==> config.mk <==
export PLATFORM = sky130hd
export DESIGN_NAME = mem_ctrl
export DESIGN_NICKNAME = d
export VERILOG_FILES = /design/src/rtl/mem_ctrl.sv
export SDC_FILE = /design/constraint.sdc
export NUM_CORES = 1
export LEC_CHECK = 0
export ABC_AREA = 1
export ABC_CLOCK_PERIOD_IN_PS = 10000
export CORE_MARGIN = 2
export CORE_UTILIZATION = 35
export CTS_BUF_LIST = sky130_fd_sc_hd__clkbuf_8 sky130_fd_sc_hd__clkbuf_16
export DETAILED_ROUTE_END_ITERATION = 12
export SLEW_MARGIN = 25
export SYNTH_ARGS = -nofsm -noshare
export SYNTH_HDL_FRONTEND = slang
export SYNTH_SLANG_ARGS = --single-unit
==> constraint.sdc <==
create_clock -name CLK -period 10 [get_ports CLK]
set_clock_uncertainty 0.05 [all_clocks]
set_input_delay 2 -clock CLK [delete_from_list [all_inputs] [get_ports CLK]]
set_output_delay 2 -clock CLK [all_outputs]
set_load 0.1 [all_outputs]
==> src/rtl/mem_ctrl.sv <==
// mem_ctrl: CPU bus to synchronous RAM / asynchronous ROM controller with
// parametrised address decode, per-region wait states and READY/ERR handshake.
module mem_ctrl #(
    parameter int unsigned DATA_W   = 16,
    parameter int unsigned ADDR_W   = 16,
    parameter int unsigned ROM_BASE = 'h0000,
    parameter int unsigned ROM_AW   = 13,
    parameter int unsigned RAM_BASE = 'h2000,
    parameter int unsigned RAM_AW   = 14,
    parameter int unsigned ROM_WAIT = 0,
    parameter int unsigned RAM_WAIT = 0
) (
    input  logic                 CLK,
    input  logic                 RESET,
    input  logic [ADDR_W-1:0]    ADDR,
    input  logic [DATA_W-1:0]    DIN,
    output logic [DATA_W-1:0]    DOUT,
    input  logic                 RDN,
    input  logic [DATA_W/8-1:0]  WRN,
    output logic                 READY,
    output logic                 ERR,
    output logic [RAM_AW-1:0]    RAM_ADDR,
    output logic [DATA_W-1:0]    RAM_DIN,
    input  logic [DATA_W-1:0]    RAM_Q,
    output logic                 RAM_CE,
    output logic                 RAM_WE,
    output logic [DATA_W/8-1:0]  RAM_BE,
    output logic [ROM_AW-1:0]    ROM_ADDR,
    input  logic [DATA_W-1:0]    ROM_Q
);

    localparam int unsigned BYTES = DATA_W / 8;
    localparam int unsigned CNT_W = 4;
    localparam int unsigned EXT_W = ADDR_W + 1;

    // Region bounds in one extra bit so base + size never wraps.
    localparam logic [EXT_W-1:0] ROM_LO = EXT_W'(ROM_BASE);
    localparam logic [EXT_W-1:0] ROM_HI = EXT_W'(ROM_BASE) + EXT_W'(64'(1) << ROM_AW);
    localparam logic [EXT_W-1:0] RAM_LO = EXT_W'(RAM_BASE);
    localparam logic [EXT_W-1:0] RAM_HI = EXT_W'(RAM_BASE) + EXT_W'(64'(1) << RAM_AW);

    typedef enum logic [2:0] {
        S_IDLE,
        S_WAIT,
        S_ACCESS,
        S_RESP,
        S_DONE,
        S_HOLD
    } state_t;

    typedef enum logic [1:0] {
        RG_NONE,
        RG_ROM,
        RG_RAM
    } region_t;

    state_t                r_state;
    state_t                w_next_state;

    region_t               r_region;
    logic                  r_rd;
    logic                  r_err;
    logic [BYTES-1:0]      r_wrn;
    logic [DATA_W-1:0]     r_din;
    logic [ROM_AW-1:0]     r_rom_loc;
    logic [RAM_AW-1:0]     r_ram_loc;
    logic [CNT_W-1:0]      r_cnt;

    logic [DATA_W-1:0]     r_dout;
    logic                  r_ready;
    logic                  r_err_out;
    logic [RAM_AW-1:0]     r_ram_addr;
    logic [DATA_W-1:0]     r_ram_din;
    logic                  r_ram_ce;
    logic                  r_ram_we;
    logic [BYTES-1:0]      r_ram_be;
    logic [ROM_AW-1:0]     r_rom_addr;

    logic [EXT_W-1:0]      w_addr_ext;
    logic                  w_in_rom;
    logic                  w_in_ram;
    region_t               w_dec_region;
    logic                  w_rd;
    logic                  w_wr_any;
    logic                  w_start;
    logic                  w_release;
    logic                  w_dec_err;
    logic [CNT_W-1:0]      w_dec_wait;
    logic [ROM_AW-1:0]     w_rom_loc;
    logic [RAM_AW-1:0]     w_ram_loc;

    region_t               w_acc_region;
    logic                  w_acc_rd;
    logic [BYTES-1:0]      w_acc_wrn;
    logic [DATA_W-1:0]     w_acc_din;
    logic [ROM_AW-1:0]     w_acc_rom_loc;
    logic [RAM_AW-1:0]     w_acc_ram_loc;
    logic                  w_enter_acc;

    // Address decode and access classification of the live bus.
    always_comb begin
        w_addr_ext   = EXT_W'(ADDR);
        w_in_rom     = (w_addr_ext >= ROM_LO) && (w_addr_ext < ROM_HI);
        w_in_ram     = (w_addr_ext >= RAM_LO) && (w_addr_ext < RAM_HI);
        w_dec_region = RG_NONE;
        if (w_in_rom) begin
            w_dec_region = RG_ROM;
        end else if (w_in_ram) begin
            w_dec_region = RG_RAM;
        end
        w_rd       = ~RDN;
        w_wr_any   = (WRN != {BYTES{1'b1}});
        w_start    = w_rd || w_wr_any;
        w_release  = RDN && (WRN == {BYTES{1'b1}});
        w_dec_err  = (w_dec_region == RG_NONE) || (w_rd && w_wr_any) ||
                     (!w_rd && (w_dec_region == RG_ROM));
        w_dec_wait = CNT_W'(0);
        if (w_dec_region == RG_ROM) begin
            w_dec_wait = CNT_W'(ROM_WAIT);
        end else if (w_dec_region == RG_RAM) begin
            w_dec_wait = CNT_W'(RAM_WAIT);
        end
        w_rom_loc  = ROM_AW'(ADDR - ADDR_W'(ROM_BASE));
        w_ram_loc  = RAM_AW'(ADDR - ADDR_W'(RAM_BASE));
    end

    // Access attributes: live decode when leaving IDLE, captured copy otherwise.
    always_comb begin
        w_acc_region  = r_region;
        w_acc_rd      = r_rd;
        w_acc_wrn     = r_wrn;
        w_acc_din     = r_din;
        w_acc_rom_loc = r_rom_loc;
        w_acc_ram_loc = r_ram_loc;
        if (r_state == S_IDLE) begin
            w_acc_region  = w_dec_region;
            w_acc_rd      = w_rd;
            w_acc_wrn     = WRN;
            w_acc_din     = DIN;
            w_acc_rom_loc = w_rom_loc;
            w_acc_ram_loc = w_ram_loc;
        end
        w_enter_acc = (w_next_state == S_ACCESS);
    end

    // Next-state logic.
    always_comb begin
        w_next_state = r_state;
        case (r_state)
            S_IDLE: begin
                if (w_start) begin
                    if ((w_dec_region != RG_NONE) && (w_dec_wait != CNT_W'(0))) begin
                        w_next_state = S_WAIT;
                    end else begin
                        w_next_state = S_ACCESS;
                    end
                end
            end
            S_WAIT: begin
                if (r_cnt == CNT_W'(1)) begin
                    w_next_state = S_ACCESS;
                end
            end
            S_ACCESS: w_next_state = S_RESP;
            S_RESP:   w_next_state = S_DONE;
            S_DONE:   w_next_state = S_HOLD;
            S_HOLD: begin
                if (w_release) begin
                    w_next_state = S_IDLE;
                end
            end
            default:  w_next_state = S_IDLE;
        endcase
    end

    // State register.
    always_ff @(posedge CLK or posedge RESET) begin
        if (RESET) begin
            r_state <= S_IDLE;
        end else begin
            r_state <= w_next_state;
        end
    end

    // Request capture at the start edge and wait-state countdown.
    always_ff @(posedge CLK or posedge RESET) begin
        if (RESET) begin
            r_region  <= RG_NONE;
            r_rd      <= 1'b0;
            r_err     <= 1'b0;
            r_wrn     <= {BYTES{1'b1}};
            r_din     <= '0;
            r_rom_loc <= '0;
            r_ram_loc <= '0;
            r_cnt     <= '0;
        end else if ((r_state == S_IDLE) && w_start) begin
            r_region  <= w_dec_region;
            r_rd      <= w_rd;
            r_err     <= w_dec_err;
            r_wrn     <= WRN;
            r_din     <= DIN;
            r_rom_loc <= w_rom_loc;
            r_ram_loc <= w_ram_loc;
            r_cnt     <= (w_dec_region == RG_NONE) ? CNT_W'(0) : w_dec_wait;
        end else if (r_state == S_WAIT) begin
            r_cnt     <= r_cnt - CNT_W'(1);
        end
    end

    // Memory-side strobes, registered so they are high exactly during ACCESS.
    always_ff @(posedge CLK or posedge RESET) begin
        if (RESET) begin
            r_ram_ce   <= 1'b0;
            r_ram_we   <= 1'b0;
            r_ram_be   <= '0;
            r_ram_addr <= '0;
            r_ram_din  <= '0;
            r_rom_addr <= '0;
        end else begin
            r_ram_ce <= w_enter_acc && (w_acc_region == RG_RAM);
            r_ram_we <= w_enter_acc && (w_acc_region == RG_RAM) && !w_acc_rd;
            r_ram_be <= '0;
            if (w_enter_acc && (w_acc_region == RG_RAM)) begin
                r_ram_addr <= w_acc_ram_loc;
                r_ram_be   <= w_acc_rd ? {BYTES{1'b1}} : ~w_acc_wrn;
                if (!w_acc_rd) begin
                    r_ram_din <= w_acc_din;
                end
            end
            if (w_enter_acc && (w_acc_region == RG_ROM)) begin
                r_rom_addr <= w_acc_rom_loc;
            end
        end
    end

    // Read data return and READY/ERR pulse.
    always_ff @(posedge CLK or posedge RESET) begin
        if (RESET) begin
            r_dout    <= '0;
            r_ready   <= 1'b0;
            r_err_out <= 1'b0;
        end else begin
            r_ready   <= (w_next_state == S_DONE);
            r_err_out <= (w_next_state == S_DONE) && r_err;
            if ((r_state == S_RESP) && r_rd) begin
                case (r_region)
                    RG_RAM:  r_dout <= RAM_Q;
                    RG_ROM:  r_dout <= ROM_Q;
                    default: r_dout <= '0;
                endcase
            end
        end
    end

    assign DOUT     = r_dout;
    assign READY    = r_ready;
    assign ERR      = r_err_out;
    assign RAM_ADDR = r_ram_addr;
    assign RAM_DIN  = r_ram_din;
    assign RAM_CE   = r_ram_ce;
    assign RAM_WE   = r_ram_we;
    assign RAM_BE   = r_ram_be;
    assign ROM_ADDR = r_rom_addr;

endmodule

Word-level counts from Yosys, hierarchy flattened:

Index checks and enable logic that the tools add are counted.

* shift operators: 0
* multiplexer cells: 17
* reduce and logical (&&, ||, !) cells: 18
* divide/modulo/power cells: 0
* $mul: 0
* bitwise logic cells: 3
* order comparisons: 3
* $add $sub $neg: 2
* equal/unequal tests: 15

Operators with widths (count)
* case mux 16 bit (2 select lines): 1
* case mux 3 bit (6 select lines): 1
* greater-or-equal comparator 16 x 14 -> 1 bit, second input constant: 1
* less-than comparator 16 x 14 -> 1 bit, second input constant: 1
* less-than comparator 16 x 15 -> 1 bit, second input constant: 1
* 2-to-1 mux 16 bit: 1
* 2-to-1 mux 14 bit: 1
* subtractor 14 bit, second input constant: 1
* 2-to-1 mux 13 bit: 1
* 2-to-1 mux 2 bit: 6
* logical AND 1 bit: 10
* == test 3 x 2 -> 1 bit, second input constant: 3
* == test 3 bit, second input constant: 3
* 2-to-1 mux 3 bit: 3
* 2-to-1 mux 4 bit: 2
* == test 2 x 1 -> 1 bit, second input constant: 3
* == test 2 bit, second input constant: 3
* == test 4 x 1 -> 1 bit, second input constant: 1
* subtractor 4 x 1 -> 4 bit, second input constant: 1
* == test 3 x 1 -> 1 bit, second input constant: 1
* logical NOT 3 bit: 1
* logical OR 1 bit: 3
* logical NOT 2 bit: 1
* != test 2 bit, second input constant: 1
* 6 further kinds: 7

* bits in latches: 0
* bits in registers: 121
* memories kept: 0
* ROM bits: 0
* RAM bits: 0
* bits of input ports: 69

Logic depth before layout (Yosys ltp):

* word-level depth: 8
* gate-level depth with buffers: 10
* depth with buffers taken out: 9

Worst setup path after synthesis:

Ideal clock, no wire load.

* kind: in2reg
* start: input ADDR[14]
* end: register r_rom_addr[2] (netlist: ROM_ADDR[2])
* path slack: 6930 ps
* stages: 7
* data required time: 9828 ps
* library setup time: 122 ps
* arrival time: 2897 ps
* cell sequence: nor2_1 > nand2_1 > o21ai_2 > nand3_4 > buf_6 > nand2_1 > o21ai_2

* longest elaborated chain between the ends: 7
* elaborated cells between the ends (all ways): 9
* those cells by class: order compare: 3; eq/ne: 1; mux: 3; reduce/logical: 2

RTL lines
* start: declaration: RTL line 15 `input logic [ADDR_W-1:0] ADDR,`
* greater-or-equal comparator 16 x 14 -> 1 bit or less-than comparator 16 x 15 -> 1 bit (tied branches): RTL line 104 `w_in_ram = (w_addr_ext >= RAM_LO) && (w_addr_ext < RAM_HI);`
* logical AND 1 bit: RTL line 104
* 2-to-1 mux 2 bit: RTL line 108 `end else if (w_in_ram) begin`
* 2-to-1 mux 2 bit *: RTL line 106 `if (w_in_rom) begin`
* 2-to-1 mux 2 bit *: RTL line 135 `if (r_state == S_IDLE) begin`
* == test 2 x 1 -> 1 bit *: RTL line 230 `if (w_enter_acc && (w_acc_region == RG_ROM)) begin`
* logical AND 1 bit *: RTL line 230
* end signal: assignment: RTL line 231 `r_rom_addr <= w_acc_rom_loc;`
* end: declaration: RTL line 77 `logic [ROM_AW-1:0] r_rom_addr;`

Mark *: on every way between the ends. The rest lies on a longest branch, timed or not.
A chain may end at the register's enable or synchronous reset.

Worst setup path after layout:

* start: input WRN[1]
* end: register r_rom_addr[11] (netlist: ROM_ADDR[11])

* longest elaborated chain between the ends: 6
* elaborated cells between the ends (all ways): 9
* those cells by class: eq/ne: 3; mux: 3; reduce/logical: 3

RTL lines
* start: declaration: RTL line 19 `input logic [DATA_W/8-1:0] WRN,`
* == test 2 bit or != test 2 bit (tied branches): RTL line 114, 112
* logical AND 1 bit or logical OR 1 bit (tied branches): RTL line 114, 113
* 2-to-1 mux 3 bit, on equally long branches: RTL line 168, 151
* case mux 3 bit (6 select lines) *: RTL line 149 `case (r_state)`
* == test 3 x 2 -> 1 bit *: RTL line 143 `w_enter_acc = (w_next_state == S_ACCESS);`
* logical AND 1 bit *: RTL line 230

Marked as above.

==> summary.txt <==
Clock tree
  – Post-CTS Resized: 0
  – Post-CTS Setup Repair Bufs: 0
  – Root Buffer: clkbuf_16
  – CTS tree: done
  – H-tree lvl count: 3
  – Sink Count: 108
  – Clock-pin slew on the worst setup and hold paths: 0.07 ns
  – Worst skew pair latency: 0.34 ns
  – CTS max path bufs: 2
  – Num CTS Buffers: 9
  – Hold buffers post-CTS: 0

Cells and area
  – Sequential Area: 2710 sq um
  – Filler cells: 1426
  – Synth-to-Final Area Change: 31.9%
  – Final nets: 772
  – Multi-input gate area: 1970 sq um
  – Diode count: 0
  – Share of layout cells above drive strength 1: 0.0782

Yosys
  – Synth Register Bits: 108
  – Xor and xnor fraction of the mapped netlist area: 0
  – Simple-gate portion of the synthesized area: 0.230
  – Synthesized Nets: 662
  – Mean post-synth cell area: 8.76 sq um
  – Synthesis Warnings: 0
  – Netlist cell types: 35
  – Synth Area in Compound Gates: 0.143
  – Share of the yosys chip area belonging to registers: 0.525
  – Post-Syn Instances: 589
  – Mux contribution to synthesized area: 0
  – Adder-Cell Fraction of Synth Area: 0.00970
  – Mapped Area: 5160 sq um
  – Main combinational cell family by area after synthesis: simple AND/OR/NAND/NOR gates

Place
  – I/O Buffers: 133
  – GPL Wtd Cong: 0.748
  – Final HPWL DP: 8320 microns

STA
  – Achievable Freq: 251 MHz
  – Setup Total Neg Slack: 0 ns
  – Min Tclk post-route: 3.98 ns
  – Final Cycle Share: 0.398
  – Final Setup Violations: 0
  – Slew @ Worst Pin: 1.02 ns
  – Fin. max-slew vios: 0
  – RSZ-0062 raised after global routing: false
  – Rel. slew slack: 0.320
  – Final Hold Fails: 0

Critical path
  – Register-to-Register Path Depth: 8
  – Worst EP required: 10.21 ns
  – Reg-to-reg slack, setup: 7.41 ns
  – Critical path class: primary input to register
  – Crit-path max FO: 74
  – CP Launch Type: primary input
  – Worst Setup End Kind: register
  – WP data arrival: 4.20 ns

Die
  – # rows: 44
  – Top Ports: 134
  – Die Y-Extent: 125 microns
  – Initial Util: 0.356
  – Core ar.: 14500 sq um
  – Die extent in x: 125 microns
  – Die area: 15700 sq um

GRT
  – Largest net degree at the start of global routing: 75
  – Vias in the first global route: 4133
  – Gr ovfl total: 0
  – First-pass GRT wire length: 20000 microns
  – Initial antenna violation count: 0
  – Tot GR Track Use: 0.155

Routing
  – Initial DRC count: 339
  – Final WL: 11900 microns
  – DR WL/cell: 13.4 microns
  – Vias: 4244
  – Post-route ant nets: 0
  – DRT Pass-1 Iters: 8
  – DR vias/cell: 4.78
  – Drc violations: 0

Job
  – Max-cap viol count: 0

Run status
  – Status: complete, no violations

Min path
  – Hold Crit Class: register to register
  – Hold path depth: 2
[logic make-up (layout without fill, tap and decap cells)]
kind of cell	count (synthesis)	after routing
and+or+nand+nor	255	255
AOI/OAI and AO/OA	122	122
DFF	108	108
buffers and inverters	100	214
adders and majority gates	4	4
[cell type report]
type	count	area share
Sequential cell	108	0.398
Multi-Input combinational cell	381	0.290
Tap cell	184	0.0338
Clock buffer	11	0.0372
Inverter	64	0.0361
Clock inverter	4	0.00717
Timing Repair Buffer	135	0.198
[metrics by stage]
stage                     setup WS, ns  hold slack [ns]  cells  cell area (sq um)  utilization
final                             6.02            0.423    887               6800        0.470
after global routing              5.77            0.454    887               6800        0.470
after detailed placement          5.66            0.411    872               6500        0.449
after floorplan                   5.11            0.400    589               5160            -
after CTS                         6.01            0.423    887               6800        0.470
after global placement            5.72            0.406    872               6500        0.449
[flip-flops by register name (all words and copies together) (netlist names)]
signal,count
READY,1
r_err,1
RAM_WE,1
DOUT,16
r_state,3
RAM_DIN,16
r_cnt,4
r_din,16
r_region,2
ROM_ADDR,13
RAM_BE,2
ERR,1
r_rd,1
r_ram_loc,2
r_rom_loc,12
RAM_ADDR,14
r_wrn,2
RAM_CE,1
[critical path: stages]
cell and delay (ns):
clkdlybuf4s50_1 0.55, nand3_1 0.13, nand2_2 0.08, buf_4 0.53, nand2_8 0.28, nand3_4 0.39
nand2_1 0.12, o21ai_2 0.07
[Yosys cell counts (all sizes together)]
cell type	count	area, sq um
a21oi	6	37.5
a22o	16	140
a22oi	1	7.51
buf	26	199
clkbuf	10	37.5
dfrtp	106	2650
dfstp	2	52.6
ha	4	50.1
inv	64	243
nand2	184	759
nand3	38	203
nand3b	1	7.51
nand4	18	128
nor2	12	78.8
nor3	2	10.0
o211ai	1	7.51
o21ai	97	538
o22ai	1	6.26
[per-layer routing]
layer | up-vias | routed length, microns | track usage | part of all wire
li1 | 2131 | - | - | -
met1 | 1962 | 5500 | 0.207 | 0.46
met2 | 140 | 5270 | 0.243 | 0.44
met3 | 11 | 989 | 0.0522 | 0.083
met4 | 0 | 125 | 0.0392 | 0.011
met5 | - | 0 | 0 | 0
[layout by cell type, fill, tap and decap left out, drive strengths merged]
cell type	instances
nand2	184
clkdlybuf4s50	133
dfrtp	106
o21ai	97
inv	64
nand3	38
nand4	18
a22o	16
nor2	12
clkbuf	11
a21oi	6
ha	4
clkinv	3
nor3	2
buf	2
dfstp	2
o22ai	1
o211ai	1
nand3b	1
a22oi	1
bufinv	1
[path summary, 6_finish.rpt]
kind,start,endpoint
max in group asynchronous,RESET,DOUT[11]
worst max-delay path,WRN[1],ROM_ADDR[11]
worst min register to register,r_wrn[1],r_wrn[1]
worst min-delay path,r_wrn[1],r_wrn[1]
min in group asynchronous,RESET,RAM_ADDR[0]
worst max register to register,r_state[1],RAM_ADDR[7]
Power is left out: the tool's default activity adds up to more than one toggle a clock period on the data nets, which glitch-free logic cannot reach.
